<file path="config.mk">
export PLATFORM = sky130hd
export DESIGN_NAME = hazard_forward_ctrl
export DESIGN_NICKNAME = d
export VERILOG_FILES = /design/src/rtl/hazard_pkg.sv /design/src/rtl/hazard_forward_ctrl_fwd_select.sv /design/src/rtl/hazard_forward_ctrl.sv
export SDC_FILE = /design/constraint.sdc
export NUM_CORES = 1
export LEC_CHECK = 0
export BUFFER_PORTS_ARGS = -buffer_cell sky130_fd_sc_hd__buf_2
export CAP_MARGIN = 30
export CORE_MARGIN = 4
export CORE_UTILIZATION = 40
export CTS_CLUSTER_SIZE = 25
export DETAILED_ROUTE_END_ITERATION = 10
export PLACE_DENSITY_LB_ADDON = 0.1
export REMOVE_ABC_BUFFERS = 1
export SLEW_MARGIN = 20
export SYNTH_ARGS = -nofsm -noshare
export SYNTH_HDL_FRONTEND = slang
export SYNTH_HIERARCHICAL = 1
export SYNTH_SLANG_ARGS = --single-unit
</file>
<file path="constraint.sdc">
create_clock -name clk -period 5.07 [get_ports clk]
set_clock_uncertainty 0.15 [all_clocks]
set_input_delay 0.7605 -clock clk [delete_from_list [all_inputs] [get_ports clk]]
set_output_delay 0.7605 -clock clk [all_outputs]
set_load 0.05 [all_outputs]
</file>
<file path="src/rtl/hazard_pkg.sv">
// Shared definitions for the operand forwarding / hazard controller.
package hazard_pkg;

  localparam logic [1:0] FWD_REG = 2'b00;
  localparam logic [1:0] FWD_ALU = 2'b01;
  localparam logic [1:0] FWD_WB  = 2'b10;

  // Shadow records carry a fixed-width rd so the package stays independent of REG_AW (<= 8).
  localparam int unsigned REC_AW = 8;

  typedef struct packed {
    logic              valid;
    logic [REC_AW-1:0] rd;
    logic              reg_write;
    logic              mem_read;
  } stage_rec_t;

  typedef enum logic {
    RUN,
    STALL
  } state_e;

endpackage

</file>
<file path="src/rtl/hazard_forward_ctrl_fwd_select.sv">
// Per-operand comparator: forwarding select and load-use hit for one source register.
module fwd_select
  import hazard_pkg::*;
#(
  parameter int unsigned REG_AW      = 3,
  parameter int unsigned ZERO_REG_EN = 0
) (
  input  logic [REG_AW-1:0] src,
  input  logic              used,
  input  stage_rec_t        ex_rec,
  input  logic              mem_wr,
  input  logic [REC_AW-1:0] mem_rd,
  output logic [1:0]        sel,
  output logic              load_hit
);

  logic              live;
  logic              ex_match;
  logic [REC_AW-1:0] src_ext;

  always_comb begin
    src_ext  = REC_AW'(src);
    live     = used && !((ZERO_REG_EN != 0) && (src == '0));
    ex_match = live && ex_rec.valid && ex_rec.reg_write && (ex_rec.rd == src_ext);
    load_hit = ex_match && ex_rec.mem_read;
    sel      = FWD_REG;
    if (ex_match && !ex_rec.mem_read) begin
      sel = FWD_ALU;
    end else if (live && mem_wr && (mem_rd == src_ext)) begin
      sel = FWD_WB;
    end
  end

endmodule

</file>
<file path="src/rtl/hazard_forward_ctrl.sv">
// Forwarding-select, load-use stall and branch-flush controller beside the ID/EX register.
module hazard_forward_ctrl
  import hazard_pkg::*;
#(
  parameter int unsigned REG_AW      = 3,
  parameter int unsigned LOAD_STALL  = 1,
  parameter int unsigned ZERO_REG_EN = 0
) (
  input  logic              clk,
  input  logic              rst_n,
  input  logic              id_valid,
  input  logic [REG_AW-1:0] id_rs1,
  input  logic [REG_AW-1:0] id_rs2,
  input  logic              id_rs1_used,
  input  logic              id_rs2_used,
  input  logic [REG_AW-1:0] id_rd,
  input  logic              id_reg_write,
  input  logic              id_mem_read,
  input  logic              branch_taken,
  input  logic              ext_stall,
  output logic [1:0]        forward_a,
  output logic [1:0]        forward_b,
  output logic              stall_if,
  output logic              stall_id,
  output logic              flush_id,
  output logic              flush_ex,
  output logic [7:0]        stall_cnt
);

  state_e            state_q, state_d;
  logic [1:0]        cnt_q, cnt_d;
  stage_rec_t        ex_q, ex_d;
  stage_rec_t        id_rec;
  // WB is never a forwarding source, so the MEM record keeps only what MEM forwarding needs.
  logic              mem_wr_q, mem_wr_d;
  logic [REC_AW-1:0] mem_rd_q, mem_rd_d;
  logic [1:0]        fwd_a_q, fwd_a_d;
  logic [1:0]        fwd_b_q, fwd_b_d;
  logic [7:0]        stall_cnt_q, stall_cnt_d;
  logic [3:0]        hold_q, hold_d;

  logic [1:0]        sel_a, sel_b;
  logic              hit_a, hit_b;
  logic              load_use;
  logic              do_stall, do_flush_id, do_flush_ex;
  logic              bubble, count_bubble;
  logic [3:0]        ctl;
  logic [3:0]        ctl_out;

  fwd_select #(
    .REG_AW      (REG_AW),
    .ZERO_REG_EN (ZERO_REG_EN)
  ) u_fwd_a (
    .src      (id_rs1),
    .used     (id_rs1_used),
    .ex_rec   (ex_q),
    .mem_wr   (mem_wr_q),
    .mem_rd   (mem_rd_q),
    .sel      (sel_a),
    .load_hit (hit_a)
  );

  fwd_select #(
    .REG_AW      (REG_AW),
    .ZERO_REG_EN (ZERO_REG_EN)
  ) u_fwd_b (
    .src      (id_rs2),
    .used     (id_rs2_used),
    .ex_rec   (ex_q),
    .mem_wr   (mem_wr_q),
    .mem_rd   (mem_rd_q),
    .sel      (sel_b),
    .load_hit (hit_b)
  );

  always_comb begin
    id_rec           = '0;
    id_rec.valid     = id_valid;
    id_rec.rd        = REC_AW'(id_rd);
    id_rec.reg_write = id_reg_write;
    id_rec.mem_read  = id_mem_read;

    load_use     = id_valid && (hit_a || hit_b);
    do_stall     = 1'b0;
    do_flush_id  = 1'b0;
    do_flush_ex  = 1'b0;
    bubble       = !id_valid;
    count_bubble = 1'b0;

    state_d     = state_q;
    cnt_d       = cnt_q;
    ex_d        = ex_q;
    mem_wr_d    = mem_wr_q;
    mem_rd_d    = mem_rd_q;
    fwd_a_d     = fwd_a_q;
    fwd_b_d     = fwd_b_q;
    stall_cnt_d = stall_cnt_q;
    hold_d      = hold_q;

    if (branch_taken) begin
      do_flush_id = 1'b1;
      do_flush_ex = 1'b1;
      bubble      = 1'b1;
      state_d     = RUN;
      cnt_d       = '0;
    end else if (state_q == STALL) begin
      do_stall     = 1'b1;
      do_flush_ex  = 1'b1;
      bubble       = 1'b1;
      count_bubble = 1'b1;
      cnt_d        = cnt_q - 2'd1;
      if (cnt_q == 2'd1) begin
        state_d = RUN;
      end
    end else if (load_use) begin
      do_stall     = 1'b1;
      do_flush_ex  = 1'b1;
      bubble       = 1'b1;
      count_bubble = 1'b1;
      if (LOAD_STALL > 1) begin
        state_d = STALL;
        cnt_d   = 2'(LOAD_STALL - 1);
      end
    end

    ctl = {do_stall, do_stall, do_flush_id, do_flush_ex};

    if (ext_stall) begin
      state_d = state_q;
      cnt_d   = cnt_q;
    end else begin
      ex_d     = bubble ? '0 : id_rec;
      mem_wr_d = ex_q.valid && ex_q.reg_write;
      mem_rd_d = ex_q.rd;
      fwd_a_d  = bubble ? FWD_REG : sel_a;
      fwd_b_d  = bubble ? FWD_REG : sel_b;
      if (count_bubble && (stall_cnt_q != 8'hFF)) begin
        stall_cnt_d = stall_cnt_q + 8'd1;
      end
      hold_d = ctl;
    end
  end

  // While the pipeline is frozen the controls replay the last advancing cycle.
  always_comb begin
    ctl_out = ext_stall ? hold_q : ctl;
    if (!rst_n) begin
      ctl_out = '0;
    end
  end

  assign stall_if  = ctl_out[3];
  assign stall_id  = ctl_out[2];
  assign flush_id  = ctl_out[1];
  assign flush_ex  = ctl_out[0];
  assign forward_a = fwd_a_q;
  assign forward_b = fwd_b_q;
  assign stall_cnt = stall_cnt_q;

  always_ff @(posedge clk or negedge rst_n) begin
    if (!rst_n) begin
      state_q     <= RUN;
      cnt_q       <= '0;
      ex_q        <= '0;
      mem_wr_q    <= 1'b0;
      mem_rd_q    <= '0;
      fwd_a_q     <= FWD_REG;
      fwd_b_q     <= FWD_REG;
      stall_cnt_q <= '0;
      hold_q      <= '0;
    end else begin
      state_q     <= state_d;
      cnt_q       <= cnt_d;
      ex_q        <= ex_d;
      mem_wr_q    <= mem_wr_d;
      mem_rd_q    <= mem_rd_d;
      fwd_a_q     <= fwd_a_d;
      fwd_b_q     <= fwd_b_d;
      stall_cnt_q <= stall_cnt_d;
      hold_q      <= hold_d;
    end
  end

endmodule
</file>
## Word-level counts from Yosys, hierarchy flattened

Cells that the tools add are included.

| storage, ports and cells | value |
|---|---|
| flip-flop bits (word level) | 39 |
| input port bits | 18 |
| output and inout bits | 16 |
| word-level logic and storage cells | 66 |

| cells by class | value |
|---|---|
| equality and inequality tests | 6 |
| reduce and logical (&&, ||, !) cells | 23 |
| $add $sub $neg | 2 |
| multiplexer cells | 22 |
| bitwise logic cells | 1 |

Operator list:

| operator | count |
|---|---|
| $eq 8x3->1 | 4 |
| $logic_and 1x1->1 | 17 |
| $mux 2 | 8 |
| $mux 1 | 11 |
| $mux 11 | 1 |
| $add 8x1->8 const B | 1 |
| $mux 4 | 2 |
| $ne 8x8->1 const B | 1 |
| $reduce_and 2->1 | 2 |
| $eq 2x1->1 const B | 1 |
| $logic_not 1->1 | 2 |
| $reduce_bool 2->1 | 1 |
| $sub 2x1->2 const B | 1 |
| $logic_or 1x1->1 | 1 |
| $not 1->1 | 1 |

## Logic depth before layout (Yosys ltp)

| logic depth | value |
|---|---|
| depth in word-level cells | 11 |
| mapped depth | 7 |
| gate-level depth less buffers | 7 |

## Hierarchy

The synthesis kept the hierarchy.

By module, submodules not included:

| module | instances | area an instance (um^2) | cells each | seq. area each (um^2) |
|---|---|---|---|---|
| hazard_forward_ctrl | 1 | 1276.2 | 109 | 725.7 |
| fwd_select | 2 | 137.6 | 18 | 0.0 |

## Least setup slack after synthesis

OpenSTA, ideal clock, no wires.

| timing | value |
|---|---|
| path kind | in2out |
| from | input id_rs2[2] |
| to | output flush_ex |
| arrival | 1.987 ns |
| setup slack | 2.173 ns |
| stages on the path | 7 |
| data required time | 4.160 ns |
| buffers on the path | 0 |
| cell sequence | xnor2_1 nand4_1 nor2_1 o21a_1 nor4_1 a21oi_1 and2_1 |

| between the ends | value |
|---|---|
| longest elaborated chain between the ends | 10 |

RTL lines:

| element | RTL line | RTL |
|---|---|---|
| from (decl) | hazard_forward_ctrl.sv:13 | `input logic [REG_AW-1:0] id_rs2,` |
| $eq 8x3->1 | hazard_forward_ctrl_fwd_select.sv:24 | `ex_match = live && ex_rec.valid && ex_rec.reg_write && (ex_rec.rd == src_ext);` |
| $logic_and 1x1->1 | hazard_forward_ctrl_fwd_select.sv:24 |  |
| $logic_and 1x1->1 | hazard_forward_ctrl_fwd_select.sv:25 | `load_hit = ex_match && ex_rec.mem_read;` |
| named net hit_b | hazard_forward_ctrl.sv:43 | `logic hit_a, hit_b;` |
| $logic_or 1x1->1 | hazard_forward_ctrl.sv:83 | `load_use = id_valid && (hit_a \|\| hit_b);` |
| $logic_and 1x1->1 | hazard_forward_ctrl.sv:83 |  |
| $mux 1 | hazard_forward_ctrl.sv:115 | `end else if (load_use) begin` |
| $mux 1 | hazard_forward_ctrl.sv:106 | `end else if (state_q == STALL) begin` |
| $mux 1 | hazard_forward_ctrl.sv:100 | `if (branch_taken) begin` |
| $mux 4 | - |  |
| $mux 4 | hazard_forward_ctrl.sv:147 | `if (!rst_n) begin` |
| to (decl) | hazard_forward_ctrl.sv:26 | `output logic flush_ex,` |

The timed path passes the listed nets, and every way through them passes these cells.

## Final worst setup path

| timing | value |
|---|---|
| from | input id_rs2[1] |
| to | output flush_ex |

The elaborated chain is that of the path after synthesis.

==> reports/metrics.csv <==
stage;metric;value;unit
run_status;outcome;finished clean;
route;detailed-route wire length per cell;12.9;µm
die;Die ar.;4940;µm²
route;uppermost layer routed;met4;
synth;Syn. warnings;6;
sta;final max-slew violation count;0;
sta;Peak Freq;316;MHz
power;PwrDens;275;nW/µm²
worst_setup_path;RR Endpoint;stall_cnt[7];
cts;clk slew on worst S/H paths;0.06;ns
global_route;first-pass GRT wire length;5690;µm
cts;Clock Tree Root;clkbuf_8;
die;die height;70.3;µm
route;routed vias;1222;
sta;final period utilization;62.4;%
synth;synthesized cell area;1550;µm²
cts;Max Buffers Root-to-Sink;2;
die;Die X;70.3;µm
synth;asr flop ratio synth;100;%
cts;CTS tree;done;
route;# DRC;0;
synth;Main synth FF type;dfrtp_1;
worst_setup_path;Worst EP arrival;2.25;ns
die;Core ar.;3720;µm²
cells_and_area;final net count;220;
worst_setup_path;critical path class;primary input to output pin;
placement;detailed placement HPWL;2390;µm
cells_and_area;layout cell share with drive strength beyond 1;27.5;%
synth;top-area cell type share of the netlist area;46.8;%
global_route;initial antenna violation count;0;
route;Post-Route M1 WL;1340;µm
die;initial core utilization;41.8;%
worst_setup_path;Crit path required time;4.16;ns
worst_setup_path;Critical Path Source Type;primary input;
route;total routed wirelength;3200;µm
hold_path;min-delay src;hold_q[2];
cts;clock sink count;29;
worst_setup_path;reg2reg path depth;7;
sta;Final setup viols;0;
die;row count;22;
route;Final ANT Viol Nets;0;
synth;Post-synth EDFFs;0;
cts;CTS buffer count;5;
cts;# resized after CTS;0;
worst_setup_path;R2R setup slack;2.93;ns
synth;leading area contributor after synthesis;dfrtp_1;
synth;Cells after Synth;145;
cells_and_area;commonest cells after routing, fill and taps aside;buf_2 (33), dfrtp_1 (29), conb_1 (20), nor2_1 (14), nand2_1 (12);
sta;setup_tns;0;ns
worst_setup_path;Worst R2R Start;ex_q[1];
synth;Yosys reg bits;29;
cts;cts hold-fix bufs;0;
cells_and_area;ANT cells;0;
synth;Syn Area/Cell;10.7;µm²
global_route;Tot GR Track Use;14.6;%
cts;number of setup buffers added after CTS;0;
sta;Rel. slew slack;54.9;%
hold_path;Hold Path Depth;2;
sta;worst slew pin tran;0.677;ns
cts;Skew-Pair Late Insertion Delay;0.27;ns
synth;sequential-to-total area share from yosys stat;46.8;%
route;routed wl met3;192;µm
sta;crit path time final;3.16;ns
placement;gpl congestion;0.825;
sta;Hold Vio Cnt, Final;0;
placement;Port Buf Inserts;33;
synth;top cells by area, synth;dfrtp_1 (47%), a22o_1 (5.1%), xor2_1 (5.1%), xnor2_1 (4.0%), mux2_2 (3.6%);
die;# IOs;34;
cts;htree depth;2;
global_route;vias in the first global route;1258;
route;DRT Pass-1 Iters;4;
hold_path;Worst Hold Class;flip-flop to flip-flop;
hold_path;Hold Path Sink;hold_q[2];
cells_and_area;area grow syn2layout;23.1;%
route;metal2 WL;1600;µm
job;max cap viols;0;
synth;Synth cell types;40;
sta;RSZ-0062 raised after global routing;false;
worst_setup_path;critical path endpoint category;output pin;
global_route;GRT overflow;0;
route;initial drt markers;45;
sta;Worst Hold Slack;0.310;ns
route;Vias/cell;4.93;
power;Max VDD drop;0.148;mV
worst_setup_path;CP Max Fanout;4;
power;leakage;0.969;nW
cells_and_area;most common cell after layout, fill and taps aside;buf_2;
global_route;largest net degree at the start of global routing;34;
synth_stat cells (3+ instances only):
master   instances
nand2_1         12
a21oi_1          3
and2_1           4
xor2_1           9
xnor2_1          7
nand4_1          6
nand3_1          3
inv_1            5
nor3_1           3
a22o_1           9
o21ai_0          3
nor2_1          14
mux2_2           5
dfrtp_1         29
logic make-up (layout without fill, tap and decap cells):
| kind of cell | after synthesis | after routing | share of synthesized area (%) |
|---|---|---|---|
| AO/OA/AOI/OAI | 24 | 24 | 12.7 |
| buffers and inverters | 9 | 45 | 2.82 |
| adder cells (fa/ha/maj) | 2 | 2 | 1.61 |
| other | 1 | 20 | 0.242 |
| multiplexers | 7 | 7 | 5.32 |
| flip-flops | 29 | 29 | 46.8 |
| XOR/XNOR | 16 | 16 | 9.03 |
| AND/OR/NAND/NOR | 57 | 57 | 21.5 |
area by class of cell:
cell class              instances  area [µm²]
multi-input cells             126         853
fillers                       360        1810
inverters                       5        18.8
repair buffers                 33         165
well taps                      48        60.1
flip-flops and latches         29         726
clock buffers                   7        86.3
power breakdown:
| group | internal (mW) | switching [mW] | total, mW |
|---|---|---|---|
| logic | 0.0304 | 0.0515 | 0.0819 |
| clock network | 0.107 | 0.0791 | 0.186 |
| registers | 0.244 | 0.0139 | 0.258 |
| total | 0.382 | 0.144 | 0.526 |
worst max-delay path by stage:
stage / startpoint / endpoint / slack, ns / cells past startpoint
after global routing: id_rs2[1] / flush_ex / 1.70 / 9
after detailed placement: id_rs2[1] / flush_ex / 1.92 / 9
final: id_rs2[1] / flush_ex / 1.91 / 9
after global placement: id_rs1[1] / flush_ex / 1.92 / 9
after CTS: id_rs2[1] / flush_ex / 1.90 / 9
after floorplan: id_rs2[2] / flush_ex / 2.17 / 7
metal layers:
layer  global-route usage [%]  vias up
met4                     7.02        0
met2                     24.5       29
li1                         -      606
met5                        0        -
met3                     4.60        7
met1                     16.8      580
worst max-delay path, cell delays in order:
cell     delay (ns)
buf_2          0.12
xnor2_1        0.19
nand4_1        0.14
nor2_1         0.16
o21a_1         0.25
nor4_1         0.07
a21oi_1        0.17
and2_1         0.14
buf_2          0.26
stage by stage:
stage | total power, mW | area (µm²) | utilization, % | std cells | setup slack [ns]
global route | 0.561 | 1910 | 51.4 | 248 | 1.70
floorplan | 0.313 | 1600 | - | 160 | 2.17
detailed placement | 0.345 | 1820 | 49.1 | 241 | 1.92
global placement | 0.342 | 1820 | 49.1 | 241 | 1.92
finish | 0.526 | 1910 | 51.4 | 248 | 1.91
CTS | 0.537 | 1910 | 51.4 | 248 | 1.90
flip-flops by register name, summed over array words and instances, names as in the netlist:
register   flops
state_q        1
forward_b      2
hold_q         4
stall_cnt      8
ex_q           6
mem_wr_q       1
forward_a      2
cnt_q          2
mem_rd_q       3
No activity file was read; power rests on OpenSTA's default activity.
